`src/rtl/ft_recovery_if.sv`:
```
// Bundle between ft_system's mismatch report and the recovery controller:
// mismatch flag, address and golden data in; correction write and status out.
interface ft_recovery_if #(
  parameter int ADDR_WIDTH = 5,
  parameter int DATA_WIDTH = 32,
  parameter int CNT_WIDTH  = 8
);
  logic                  fetch_block;
  logic [ADDR_WIDTH-1:0] err_addr;
  logic [DATA_WIDTH-1:0] err_data;
  logic                  stall;
  logic                  fix_we;
  logic [ADDR_WIDTH-1:0] fix_addr;
  logic [DATA_WIDTH-1:0] fix_data;
  logic                  done;
  logic                  fatal;
  logic [CNT_WIDTH-1:0]  err_count;

  modport master (
    output fetch_block, err_addr, err_data,
    input  stall, fix_we, fix_addr, fix_data, done, fatal, err_count
  );

  modport slave (
    input  fetch_block, err_addr, err_data,
    output stall, fix_we, fix_addr, fix_data, done, fatal, err_count
  );
endinterface

```
`src/rtl/ft_recovery_ctrl.sv`:
```
// Recovery controller: on a lane mismatch, stall fetch, rewrite golden data to
// both register-file copies, re-check, retry a bounded number of times, else go fatal.
module ft_recovery_ctrl #(
  parameter int ADDR_WIDTH = 5,
  parameter int DATA_WIDTH = 2**ADDR_WIDTH,
  parameter int MAX_RETRY  = 3,
  parameter int CNT_WIDTH  = 8
) (
  input logic          clk_i,
  input logic          rst_ni,
  ft_recovery_if.slave bus
);

  typedef enum logic [2:0] {
    IDLE   = 3'd0,
    WRITE  = 3'd1,
    SETTLE = 3'd2,
    CHECK  = 3'd3,
    FATAL  = 3'd4
  } state_e;

  state_e                state_r;
  logic [2:0]            retry_r;
  logic                  stall_r;
  logic                  fix_we_r;
  logic [ADDR_WIDTH-1:0] fix_addr_r;
  logic [DATA_WIDTH-1:0] fix_data_r;
  logic                  done_r;
  logic                  fatal_r;
  logic [CNT_WIDTH-1:0]  err_count_r;

  function automatic logic [CNT_WIDTH-1:0] sat_inc(input logic [CNT_WIDTH-1:0] value);
    if (value == {CNT_WIDTH{1'b1}}) begin
      sat_inc = value;
    end else begin
      sat_inc = value + {{(CNT_WIDTH-1){1'b0}}, 1'b1};
    end
  endfunction

  // Recovery FSM; every output is a flop updated alongside the state
  always_ff @(posedge clk_i) begin
    if (!rst_ni) begin
      state_r     <= IDLE;
      retry_r     <= 3'd0;
      stall_r     <= 1'b0;
      fix_we_r    <= 1'b0;
      fix_addr_r  <= {ADDR_WIDTH{1'b0}};
      fix_data_r  <= {DATA_WIDTH{1'b0}};
      done_r      <= 1'b0;
      fatal_r     <= 1'b0;
      err_count_r <= {CNT_WIDTH{1'b0}};
    end else begin
      done_r   <= 1'b0;
      fix_we_r <= 1'b0;
      case (state_r)
        IDLE: begin
          if (bus.fetch_block) begin
            state_r     <= WRITE;
            retry_r     <= 3'd0;
            stall_r     <= 1'b1;
            fix_we_r    <= 1'b1;
            fix_addr_r  <= bus.err_addr;
            fix_data_r  <= bus.err_data;
            err_count_r <= sat_inc(err_count_r);
          end else begin
            stall_r <= 1'b0;
          end
        end
        WRITE:  state_r <= SETTLE;
        SETTLE: state_r <= CHECK;
        CHECK: begin
          if (!bus.fetch_block) begin
            state_r <= IDLE;
            stall_r <= 1'b0;
            done_r  <= 1'b1;
          end else if (retry_r < 3'(MAX_RETRY)) begin
            // the failing address may have moved since the last attempt
            state_r    <= WRITE;
            retry_r    <= retry_r + 3'd1;
            fix_we_r   <= 1'b1;
            fix_addr_r <= bus.err_addr;
            fix_data_r <= bus.err_data;
          end else begin
            state_r <= FATAL;
            fatal_r <= 1'b1;
          end
        end
        FATAL: begin
          state_r <= FATAL;
          stall_r <= 1'b1;
          fatal_r <= 1'b1;
        end
        default: begin
          state_r <= IDLE;
          stall_r <= 1'b0;
        end
      endcase
    end
  end

  assign bus.stall     = stall_r;
  assign bus.fix_we    = fix_we_r;
  assign bus.fix_addr  = fix_addr_r;
  assign bus.fix_data  = fix_data_r;
  assign bus.done      = done_r;
  assign bus.fatal     = fatal_r;
  assign bus.err_count = err_count_r;

endmodule

```
`src/flat_wrapper.sv`:
```
// flat-port wrapper written by rule: the top's interface ports become plain ports
module ft_recovery_ctrl_flat 
#(
  parameter int ADDR_WIDTH = 5,
  parameter int DATA_WIDTH = 2**ADDR_WIDTH,
  parameter int MAX_RETRY  = 3,
  parameter int CNT_WIDTH  = 8
)
  (clk_i, rst_ni, bus_fetch_block, bus_err_addr, bus_err_data, bus_stall, bus_fix_we, bus_fix_addr, bus_fix_data, bus_done, bus_fatal, bus_err_count);
  ft_recovery_if #(.ADDR_WIDTH(ADDR_WIDTH), .DATA_WIDTH(DATA_WIDTH), .CNT_WIDTH(CNT_WIDTH)) bus_i ();
  input logic clk_i;
  input logic rst_ni;
  input wire logic [$bits(bus_i.fetch_block)-1:0] bus_fetch_block;
  input wire logic [$bits(bus_i.err_addr)-1:0] bus_err_addr;
  input wire logic [$bits(bus_i.err_data)-1:0] bus_err_data;
  output wire logic [$bits(bus_i.stall)-1:0] bus_stall;
  output wire logic [$bits(bus_i.fix_we)-1:0] bus_fix_we;
  output wire logic [$bits(bus_i.fix_addr)-1:0] bus_fix_addr;
  output wire logic [$bits(bus_i.fix_data)-1:0] bus_fix_data;
  output wire logic [$bits(bus_i.done)-1:0] bus_done;
  output wire logic [$bits(bus_i.fatal)-1:0] bus_fatal;
  output wire logic [$bits(bus_i.err_count)-1:0] bus_err_count;
  assign bus_i.fetch_block = bus_fetch_block;
  assign bus_i.err_addr = bus_err_addr;
  assign bus_i.err_data = bus_err_data;
  assign bus_stall = bus_i.stall;
  assign bus_fix_we = bus_i.fix_we;
  assign bus_fix_addr = bus_i.fix_addr;
  assign bus_fix_data = bus_i.fix_data;
  assign bus_done = bus_i.done;
  assign bus_fatal = bus_i.fatal;
  assign bus_err_count = bus_i.err_count;
  ft_recovery_ctrl #(.ADDR_WIDTH(ADDR_WIDTH), .DATA_WIDTH(DATA_WIDTH), .MAX_RETRY(MAX_RETRY), .CNT_WIDTH(CNT_WIDTH)) u_core (.clk_i(clk_i), .rst_ni(rst_ni), .bus(bus_i));
endmodule
```
`config.mk`:
```
export PLATFORM = sky130hd
export DESIGN_NAME = ft_recovery_ctrl_flat
export DESIGN_NICKNAME = d
export VERILOG_FILES = /design/src/rtl/ft_recovery_if.sv /design/src/rtl/ft_recovery_ctrl.sv /design/src/flat_wrapper.sv
export SDC_FILE = /design/constraint.sdc
export NUM_CORES = 1
export LEC_CHECK = 0
export ABC_CLOCK_PERIOD_IN_PS = 3200
export CORE_MARGIN = 5
export CORE_UTILIZATION = 51
export CTS_CLUSTER_DIAMETER = 60
export CTS_CLUSTER_SIZE = 25
export DETAILED_ROUTE_END_ITERATION = 7
export PLACE_DENSITY = 0.95
export SLEW_MARGIN = 15
export SYNTH_ARGS = -nofsm -noshare
export SYNTH_HDL_FRONTEND = slang
export SYNTH_SLANG_ARGS = --single-unit
```
`constraint.sdc`:
```
create_clock -name clk_i -period 3.2 [get_ports clk_i]
set_input_delay 0.64 -clock clk_i [delete_from_list [all_inputs] [get_ports clk_i]]
set_output_delay 0.64 -clock clk_i [all_outputs]
set_load 0.02 [all_outputs]
```
Word level (Yosys, flattened, before mapping). Cells that the tools add are included.

Flip-flop bits (word level): 55. Word-level logic and storage cells: 59. Input bits: 40.

Multiplexer cells: 26. $add $sub $neg: 2. Equality and inequality tests: 10. Order comparisons: 1. Reduce and logical (&&, ||, !) cells: 9. Bitwise operators: 2.

Operators by type and width (count): 32-bit 2-to-1 mux (3); 32-bit case mux with 2 select lines (1); 3-bit 2-to-1 mux (6); 5-bit 2-to-1 mux (3); 3-bit case mux with 5 select lines (1); 5-bit case mux with 2 select lines (1); 8-bit by 1-bit adder with 8-bit output, second input constant (1); 8-bit == test, second input constant (1); 2-bit inequality test, second input constant (4); 1-bit 2-to-1 mux (7); 3-bit by 2-bit == test with 1-bit output, second input constant (2); 3-bit case mux with 2 select lines (1); 3-bit AND reduction (2); 1-bit case mux with 2 select lines (2); 1-bit case mux with 4 select lines (1); 2-bit AND reduction (2); 4-bit AND reduction (1); 2-bit nonzero test (2); 3-bit by 1-bit adder with 3-bit output, second input constant (1); 3-bit by 1-bit == test with 1-bit output, second input constant (1); 3-bit == test, second input constant (1); 3-bit zero test (1); 3-bit by 2-bit less-than comparator with 1-bit output, second input constant (1); 2-bit by 1-bit inequality test with 1-bit output, second input constant (1); other kinds (2) (3).

Logic depth before layout (Yosys ltp). Gate-level depths: netlist of the first run.

Word-level depth: 4. Gate-level depth with buffers: 6.

Worst setup path before layout of the first run. Ideal clock, no wire load.

Path kind: input -> register. From: in bus_fetch_block. To: reg u_core.err_count_r[5] (netlist: u_core.bus.err_count[5]). Stages on the path: 4. Setup time: 0.096 ns. Arrival time: 1.717 ns. Path buffers: 1. Path slack: 1.387 ns. Cells stage by stage: or4b_1 -> buf_4 -> or2_4 -> o41ai_2.

Cells in the longest elaborated chain, start to end: 1.

RTL lines: from (decl) (RTL line flat_wrapper.sv:13) `input wire logic [$bits(bus_i.fetch_block)-1:0] bus_fetch_block;`; 3-bit AND reduction (no source line); to (signal assigned) (RTL line ft_recovery_ctrl.sv:51) `err_count_r <= {CNT_WIDTH{1'b0}};`; to (signal assigned) (RTL line ft_recovery_ctrl.sv:64) `err_count_r <= sat_inc(err_count_r);`; to (decl) (RTL line ft_recovery_ctrl.sv:30) `logic [CNT_WIDTH-1:0] err_count_r;`.

No other way between the ends. A chain may end at the register's enable or synchronous reset.

Worst setup path after layout of the first run.
From: in bus_fetch_block. To: reg u_core.err_count_r[3] (netlist: u_core.bus.err_count[3]).

Same word-level chain as after synthesis.

==> results of run 1 <==
state kept, by name, summed over array words and instances, names as in the netlist:
name / count
u_core.state_r: 3
u_core.bus.done: 1
u_core.bus.fatal: 1
u_core.bus.stall: 1
u_core.bus.fix_addr: 5
u_core.retry_r: 3
u_core.bus.err_count: 8
u_core.bus.fix_data: 32
u_core.bus.fix_we: 1
routing by layer:
metal,vias to the layer above,part of all wire,track usage
met5,-,0,0
met4,0,0.022,0.0978
met3,32,0.092,0.0567
met2,213,0.48,0.430
met1,1605,0.40,0.324
li1,1547,-,-
cell usage after synthesis, drive strengths merged:
| cell | number |
|---|---|
| a2111oi | 2 |
| nand3 | 4 |
| a21o | 1 |
| nor2b | 5 |
| nor4 | 1 |
| nand2 | 45 |
| nor2 | 5 |
| nand4 | 39 |
| o311ai | 1 |
| o21ai | 38 |
| o21bai | 1 |
| a211oi | 2 |
| nor3 | 3 |
| mux2i | 4 |
| clkbuf | 40 |
| dfxtp | 55 |
| or2 | 1 |
| inv | 4 |
| and3 | 1 |
| a21oi | 8 |
| o31ai | 1 |
| xor2 | 1 |
| and4 | 2 |
| nor3b | 1 |
| nand2b | 4 |
| ha | 2 |
| buf | 5 |
| or4b | 1 |
| and3b | 1 |
| a31oi | 2 |
| or4 | 1 |
| o221a | 1 |
| nand3b | 1 |
| nor4b | 1 |
| a41oi | 39 |
| o211ai | 37 |
| o41ai | 1 |
cell type report:
type | count | area, µm² | area share
Clock buffer | 6 | 82.6 | 0.0207
Inverter | 4 | 15.0 | 0.00377
Clock inverter | 2 | 35.0 | 0.00880
Sequential cell | 55 | 1100 | 0.277
Timing Repair Buffer | 101 | 978 | 0.246
Tap cell | 72 | 90.1 | 0.0226
Multi-Input combinational cell | 257 | 1680 | 0.421
path summary, 6_finish.rpt:
kind                            depth (start not counted)                 endpoint  slack [ns]         startpoint
worst min-delay path                                    2         u_core.bus.fatal        0.46   u_core.bus.fatal
worst max register to register                          3  u_core.bus.err_count[3]        0.89  u_core.state_r[0]
worst min register to register                          2         u_core.bus.fatal        0.46   u_core.bus.fatal
worst max-delay path                                    4  u_core.bus.err_count[3]        0.74    bus_fetch_block
through the flow:
stage	power, mW	std cells	worst slack (ns)	hold WS (ns)	utilization
floorplan	1.09	361	1.39	0.468	-
global placement	1.31	489	0.658	0.439	0.693
detailed placement	1.33	489	0.483	0.455	0.693
CTS	1.80	497	0.813	0.469	0.714
global route	1.88	497	0.607	0.496	0.714
finish	1.81	497	0.743	0.460	0.714
power groups by stage:
stage	registers, mW	logic (mW)	clock network (mW)
final	0.827	0.495	0.487
after global routing	0.835	0.528	0.518
after CTS	0.822	0.491	0.492
after detailed placement	0.837	0.488	0
after global placement	0.833	0.474	0
after floorplan	0.862	0.231	0
critical path, delay by kind of cell:
family	cells	cell delay, ns
and+or+nand+nor	1	0.67
AOI/OAI and AO/OA	2	0.70
buffers and inverters	1	0.61
kinds of logic (layout without fill, tap and decap cells):
group / count (synthesis) / in the layout / share of synthesized area
muxes: 4 / 4 / 0.0135
AOI/OAI and AO/OA: 134 / 134 / 0.329
adders and majority gates: 2 / 2 / 0.00847
DFF: 55 / 55 / 0.373
buffers and inverters: 49 / 113 / 0.0665
xor gates and xnor gates: 1 / 1 / 0.00296
and+or+nand+nor: 116 / 116 / 0.207
==> flow_metrics.env, run 1 <==
export IMPL_clkPwrFrac=0.269
export IMPL_fin_crit_sh=0.768
export IMPL_critPathCaptureType="register"
export IMPL_areaGrowthSynthToFinish_pct=34.8
export IMPL_layout_drive_gt1_share=0.0706
export IMPL_gr_usage_all_layers=0.258
export IMPL_pwr_share_seq=0.457
export IMPL_cts_root_to_sink_buffers=2
export IMPL_route_detailed_vias_per_inst=6.84
export IMPL_antenna_found_initial=0
export IMPL_mostFrequentLayoutCells="88 x clkdlybuf4s50_1, 53 x dfxtp_1, 45 x nand2_1"
export IMPL_worstSkewPairLatency_ns=0.32
export IMPL_timing_fmax_mhz=407
export IMPL_final_antenna_net_count=0
export IMPL_worst_setup_path_type="input pin to register"
export IMPL_global_route_wire_length_before_repair_um=15900
export IMPL_ys_warn_count=0
export IMPL_fin_setup_tns_ns=0
export IMPL_nNetsFinal=466
export IMPL_fin_area_um2=3980
export IMPL_maxCapViolCount=0
export IMPL_slowest_delay_ns=0.67
export IMPL_max_slew_margin_rel=0.364
export IMPL_wl_cell_um=19.4
export IMPL_via_count_of_the_first_global_routing_pass=3394
export IMPL_initial_util=0.530
export IMPL_finalSetupViolCount=0
export IMPL_slowest_stage="or4b_1"
export IMPL_route_detailed_drc=0
export IMPL_synth_largest_area_cell="dfxtp_1"
export IMPL_buffers_added_on_ports=88
export IMPL_cts_num_sinks=55
export IMPL_filler_cells=457
export IMPL_synthesis_area_per_instance_um2=8.19
export IMPL_clk_root_buffer_cell="clkbuf_8"
export IMPL_placedInstanceArea_um2=3860
export IMPL_syn_num_nets=403
export IMPL_grt_overflow=0
export IMPL_vias=3397
export IMPL_peakVddDrop_uv=226
export IMPL_report_final_slew_viol_count=0
export IMPL_synth_area_um2=2960
export IMPL_swShare=0.327
export IMPL_unrepaired_setup_endpoints_after_global_routing="no"
export IMPL_synth_seq_cells=55
export IMPL_clk_pin_slew_worst_paths_ns=0.10
export IMPL_grt_max_degree=48
export IMPL_timing_hold_worst_class="register to register"
export IMPL_detail_route_wirelength_um=9660
export IMPL_cts_tree="built"
export IMPL_dr_pass1_iters=5
export IMPL_h_tree_depth=2
export IMPL_transition_time_at_the_pin_with_the_least_slew_margin_ns=0.954
export IMPL_finalHoldViolCount=0
export IMPL_antenna_cells=0
export IMPL_post_cts_setup_buffer_count=0
export IMPL_dpl_hpwl_um=6350
export IMPL_synthDominantCellAreaShare=0.373
export IMPL_area_of_the_core_region_um2=5570
export IMPL_synthesis_instances=361
export IMPL_numCtsBuffers=5
export IMPL_pwr_density_cell_nw_per_um2=454
export IMPL_cp_required_ns=3.36
export IMPL_min_period_ns=2.46
export IMPL_skew_ns=0.0107
export IMPL_cp_start_kind="input pin"
export IMPL_p_comb_frac=0.274
export IMPL_cp_arrival_ns=2.62
export IMPL_leakagePower_nw=1.21
export IMPL_timing_critical_path_cells="clkdlybuf4s50_1 > or4b_1 > a2111oi_0 > a211oi_1"
export IMPL_die_h_um=86.1
export IMPL_yosys_top_cells_area="dfxtp_1 37%, a41oi_1 12%, o211ai_1 9.4%, nand4_1 8.3%, nand2_1 5.7%"
export IMPL_ctsResizeCount=0
export IMPL_ios=89
export IMPL_die_area_um2=7420
export IMPL_floorplan_die_width_um=86.1
export IMPL_hold_buffers=0
export IMPL_std_cell_rows=27
export IMPL_path_max_fanout=9
export IMPL_gp_congestion=0.774
export IMPL_starting_drt_drc_count=408
export IMPL_synth_lib_cells_used_distinct=43
export IMPL_status="finished, final reports clean"
export IMPL_mostFrequentLayoutCell="clkdlybuf4s50_1"
export IMPL_synth_seq_area_share=0.373
export IMPL_cell_internal_pwr_mw=1.22
export IMPL_p_sw_mw=0.591
Power figures use the tool's default switching activity.
==> run 2: changes to the inputs <==
ABC_CLOCK_PERIOD_IN_PS = 2230   (was 3200)
CORE_UTILIZATION = 43   (was 51)
PLACE_DENSITY = 0.89   (was 0.95)
clock period = 2.23 ns   (was 3.2 ns; I/O delays follow)
==> flow_metrics.env, run 2 (synthesis results as in run 1) <==
export IMPL_cell_internal_pwr_mw=1.64
export IMPL_clk_root_buffer_cell="clkbuf_8"
export IMPL_nNetsFinal=471
export IMPL_timing_critical_path_cells="clkdlybuf4s50_1 > or4b_1 > or2_4 > o41ai_2"
export IMPL_hold_buffers=0
export IMPL_worstSkewPairLatency_ns=0.31
export IMPL_cp_required_ns=2.44
export IMPL_cts_num_sinks=55
export IMPL_final_antenna_net_count=0
export IMPL_post_place_cells=502
export IMPL_mostFrequentLayoutCells="88 x clkdlybuf4s50_1, 53 x dfxtp_1, 45 x nand2_1"
export IMPL_unrepaired_setup_endpoints_after_global_routing="no"
export IMPL_global_route_wire_length_before_repair_um=15500
export IMPL_timing_hold_worst_class="register to register"
export IMPL_fin_area_um2=4030
export IMPL_slowest_delay_ns=0.62
export IMPL_route_detailed_drc=0
export IMPL_status="finished, final reports clean"
export IMPL_floorplan_die_width_um=92.9
export IMPL_maxCapViolCount=0
export IMPL_swShare=0.338
export IMPL_wl_cell_um=18.7
export IMPL_clk_pin_slew_worst_paths_ns=0.09
export IMPL_report_final_slew_viol_count=0
export IMPL_numCtsBuffers=5
export IMPL_ctsResizeCount=0
export IMPL_gr_usage_all_layers=0.215
export IMPL_p_comb_frac=0.310
export IMPL_met3WireLength_um=769
export IMPL_cp_startpoint="bus_fetch_block"
export IMPL_area_used_by_sequential_logic_in_the_layout_um2=1100
export IMPL_gp_congestion=0.802
export IMPL_placedInstanceArea_um2=3940
export IMPL_cts_tree="built"
export IMPL_detail_route_wirelength_um=9510
export IMPL_antenna_cells=0
export IMPL_transition_time_at_the_pin_with_the_least_slew_margin_ns=0.643
export IMPL_die_h_um=92.9
export IMPL_finalNonFillerCells=509
export IMPL_std_cell_rows=30
export IMPL_leakagePower_nw=1.23
export IMPL_min_period_ns=1.94
export IMPL_dpl_hpwl_um=6290
export IMPL_initial_util=0.437
export IMPL_p_sw_mw=0.838
export IMPL_post_cts_setup_buffer_count=0
export IMPL_cp_start_kind="input pin"
export IMPL_uppermost_signal_routing_layer_after_detailed_routing="met4"
export IMPL_via_count_of_the_first_global_routing_pass=3223
export IMPL_critPathCaptureType="register"
export IMPL_finalSetupViolCount=0
export IMPL_die_area_um2=8630
export IMPL_mostFrequentLayoutCell="clkdlybuf4s50_1"
export IMPL_dr_pass1_iters=5
export IMPL_filler_cells=594
export IMPL_largest_reg_flops=32
export IMPL_grt_max_degree=33
export IMPL_worstHoldStart="u_core.bus.fatal"
export IMPL_finalHoldViolCount=0
export IMPL_starting_drt_drc_count=309
export IMPL_pwr_share_seq=0.459
export IMPL_regToRegStartpoint="u_core.state_r[2]"
export IMPL_cts_root_to_sink_buffers=2
export IMPL_slowest_stage="or4b_1"
export IMPL_peakVddDrop_uv=271
export IMPL_h_tree_depth=2
export IMPL_max_slew_margin_rel=0.569
export IMPL_layout_drive_gt1_share=0.0793
export IMPL_area_of_the_core_region_um2=6760
export IMPL_vias=3354
export IMPL_areaGrowthSynthToFinish_pct=36.2
export IMPL_timing_fmax_mhz=516
export IMPL_cp_arrival_ns=2.15
export IMPL_fin_setup_tns_ns=0
export IMPL_path_max_fanout=9
export IMPL_fin_crit_sh=0.869
export IMPL_grt_overflow=0
export IMPL_skew_ns=0.0120
export IMPL_multiInputGateArea_um2=1680
export IMPL_buffers_added_on_ports=88
export IMPL_route_detailed_vias_per_inst=6.59
export IMPL_met1_length_um=4010
export IMPL_clkPwrFrac=0.230
export IMPL_pwr_density_cell_nw_per_um2=615
export IMPL_ios=89
export IMPL_worst_setup_path_type="input pin to register"
export IMPL_antenna_found_initial=0
export IMPL_wl_met2_um=4620
[run 2: cell count changes in the layout (fill, tap and decap cells not counted), sizes merged]
| cell | before | now |
|---|---|---|
| buf | 13 | 18 |
| bufinv | 1 | 0 |
[run 2: metal layers]
layer,vias to the layer above,track usage
li1,1556,-
met1,1597,0.281
met2,184,0.362
met3,17,0.0439
met4,0,0.0562
met5,-,0
[run 2: worst paths after layout]
check	slack, ns	depth (start not counted)	end
max	0.29	4	u_core.bus.err_count[5]
min	0.46	2	u_core.bus.fatal
max reg2reg	0.39	3	u_core.bus.err_count[5]
min reg2reg	0.46	2	u_core.bus.fatal
[run 2: cell type report]
cell class | instances | share of cell area
Inverter | 4 | 0.00373
Clock inverter | 1 | 0.00124
Tap cell | 80 | 0.0249
Sequential cell | 55 | 0.274
Timing Repair Buffer | 106 | 0.259
Clock buffer | 6 | 0.0205
Multi-Input combinational cell | 257 | 0.417
[run 2: metrics by stage]
step | utilization | hold WS [ns] | setup slack [ns] | total power [mW]
finish | 0.596 | 0.460 | 0.291 | 2.48
global route | 0.596 | 0.504 | 0.238 | 2.58
CTS | 0.596 | 0.469 | 0.293 | 2.47
detailed placement | 0.583 | 0.455 | -0.0211 | 1.92
global placement | 0.583 | 0.445 | 0.0218 | 1.90
floorplan | - | 0.468 | 0.562 | 1.57
[run 2: critical path, delay by kind of cell]
family / cells / cell delay, ns
buffers and inverters: 1 / 0.48
AND/OR/NAND/NOR: 2 / 0.95
AO/OA/AOI/OAI: 1 / 0.27
[run 2: power by group through the flow]
stage          clock network [mW]  logic (mW)  registers (mW)
6_report                    0.571       0.769            1.14
5_1_grt                     0.607       0.822            1.15
4_1_cts                     0.572       0.765            1.14
3_5_place_dp                    0       0.762            1.16
3_3_place_gp                    0       0.745            1.15
2_1_floorplan                   0       0.331            1.24
==> run 3: changes to the inputs <==
GPL_TIMING_DRIVEN = 0   (was unset)
==> flow_metrics.env, run 3 (synthesis results as in run 1) <==
export IMPL_critPathCaptureType="register"
export IMPL_grt_most_used_layer="met2"
export IMPL_fin_area_um2=4030
export IMPL_grt_overflow=0
export IMPL_slowest_stage="clkdlybuf4s50_1"
export IMPL_buffers_added_on_ports=88
export IMPL_leakagePower_nw=1.19
export IMPL_areaGrowthSynthToFinish_pct=36.4
export IMPL_peakVddDrop_uv=281
export IMPL_post_cts_setup_buffer_count=0
export IMPL_cp_required_ns=2.43
export IMPL_via_count_of_the_first_global_routing_pass=3412
export IMPL_placement_setup_worst_slack_ns=-0.277
export IMPL_path_max_fanout=10
export IMPL_gp_congestion=0.856
export IMPL_route_detailed_vias_per_inst=6.46
export IMPL_vias=3465
export IMPL_die_h_um=92.9
export IMPL_status="finished, final reports clean"
export IMPL_utilization=0.596
export IMPL_die_area_um2=8630
export IMPL_unrepaired_setup_endpoints_after_global_routing="no"
export IMPL_path_common_cell="clkbuf_1"
export IMPL_antenna_found_initial=0
export IMPL_min_period_ns=2.13
export IMPL_final_hold_worst_slack_ns=0.476
export IMPL_initial_util=0.437
export IMPL_ios=89
export IMPL_mostFrequentLayoutCells="88 x clkdlybuf4s50_1, 55 x dfxtp_1, 45 x nand2_1"
export IMPL_multiInputGateArea_um2=1660
export IMPL_report_final_slew_viol_count=0
export IMPL_fin_crit_sh=0.957
export IMPL_power_total_mw=2.48
export IMPL_finalSetupViolCount=0
export IMPL_mostFrequentLayoutCell="clkdlybuf4s50_1"
export IMPL_largest_reg_flops=32
export IMPL_setup_reg_to_reg_worst_slack_ns=0.35
export IMPL_cts_num_sinks=55
export IMPL_detail_route_wirelength_um=9770
export IMPL_nNetsFinal=498
export IMPL_floorplan_die_width_um=92.9
export IMPL_skew_ns=0.00471
export IMPL_grt_util_met2=0.347
export IMPL_worst_setup_path_type="input pin to register"
export IMPL_grt_met3_usage=0.0504
export IMPL_route_detailed_drc=0
export IMPL_starting_drt_drc_count=296
export IMPL_h_tree_depth=2
export IMPL_layout_drive_gt1_share=0.0329
export IMPL_final_antenna_net_count=0
export IMPL_maxCapViolCount=0
export IMPL_transition_time_at_the_pin_with_the_least_slew_margin_ns=0.530
export IMPL_dr_pass1_iters=5
export IMPL_cp_arrival_ns=2.33
export IMPL_timing_fmax_mhz=469
export IMPL_cts_root_to_sink_buffers=2
export IMPL_max_slew_margin_rel=0.647
export IMPL_post_place_cells=529
export IMPL_numCtsBuffers=5
export IMPL_final_setup_worst_slack_ns=0.0960
export IMPL_area_used_by_sequential_logic_in_the_layout_um2=1100
export IMPL_cp_start_kind="input pin"
export IMPL_clk_pin_slew_worst_paths_ns=0.10
export IMPL_antenna_cells=0
export IMPL_grt_max_degree=16
export IMPL_pwr_density_cell_nw_per_um2=616
export IMPL_fin_setup_tns_ns=0
export IMPL_clk_root_buffer_cell="clkbuf_8"
export IMPL_hold_buffers=0
export IMPL_cts_tree="built"
export IMPL_placedInstanceArea_um2=3940
export IMPL_gr_usage_all_layers=0.224
export IMPL_timing_critical_path_cells="clkdlybuf4s50_1 > and3b_1 > clkbuf_1 > clkbuf_1 > a31oi_1 > mux2i_1"
export IMPL_worstSkewPairLatency_ns=0.31
export IMPL_global_route_wire_length_before_repair_um=16100
export IMPL_area_of_the_core_region_um2=6760
export IMPL_std_cell_rows=30
export IMPL_finalHoldViolCount=0
export IMPL_timing_hold_worst_class="register to register"
export IMPL_wl_cell_um=18.2
export IMPL_slowest_delay_ns=0.65
export IMPL_finalNonFillerCells=536
export IMPL_filler_cells=628
export IMPL_dpl_hpwl_um=6770
export IMPL_met1_global_route_usage=0.301
-- run 3: changes by cell type in the layout (fill, tap and decap cells not counted), sizes merged --
cell,previous run,this run
buf,18,5
clkbuf,6,46
-- run 3: critical path: cells and delay by family --
kind                   cells  cell delay, ns
AO/OA/AOI/OAI              1            0.23
buffers and inverters      3            1.28
multiplexers               1            0.16
AND/OR/NAND/NOR            1            0.22
-- run 3: path summary, 6_finish.rpt --
check	end	from	cells after the start
min reg2reg	u_core.bus.fatal	u_core.bus.fatal	2
min	u_core.bus.fatal	u_core.bus.fatal	2
max	u_core.retry_r[1]	bus_fetch_block	6
max reg2reg	u_core.bus.fix_data[19]	u_core.state_r[1]	5
-- run 3: routing by layer --
layer	up-vias	share of wire
li1	1612	-
met1	1659	0.44
met2	178	0.47
met3	16	0.079
met4	0	0.016
met5	-	0
-- run 3: where the power goes --
part	switching, mW	leakage, nW	internal [mW]
Clock	0.322	0.0470	0.245
Sequential	0.0687	0.450	1.07
Combinational	0.456	0.692	0.325
Total	0.847	1.19	1.64
-- run 3: timing repair --
item                                    in CTS  in global routing
resized for setup                            0                  1
endpoints found under the hold margin        0                  0
endpoints found under the setup margin       0                 31
-- run 3: final cells by class --
type,count,area share
buffer,45,0.0450
timing repair buffer,88,0.219
inverter,4,0.00373
clock buffer,6,0.0205
multi-input combinational,257,0.413
sequential,55,0.273
tap,80,0.0248
clock inverter,1,0.00124
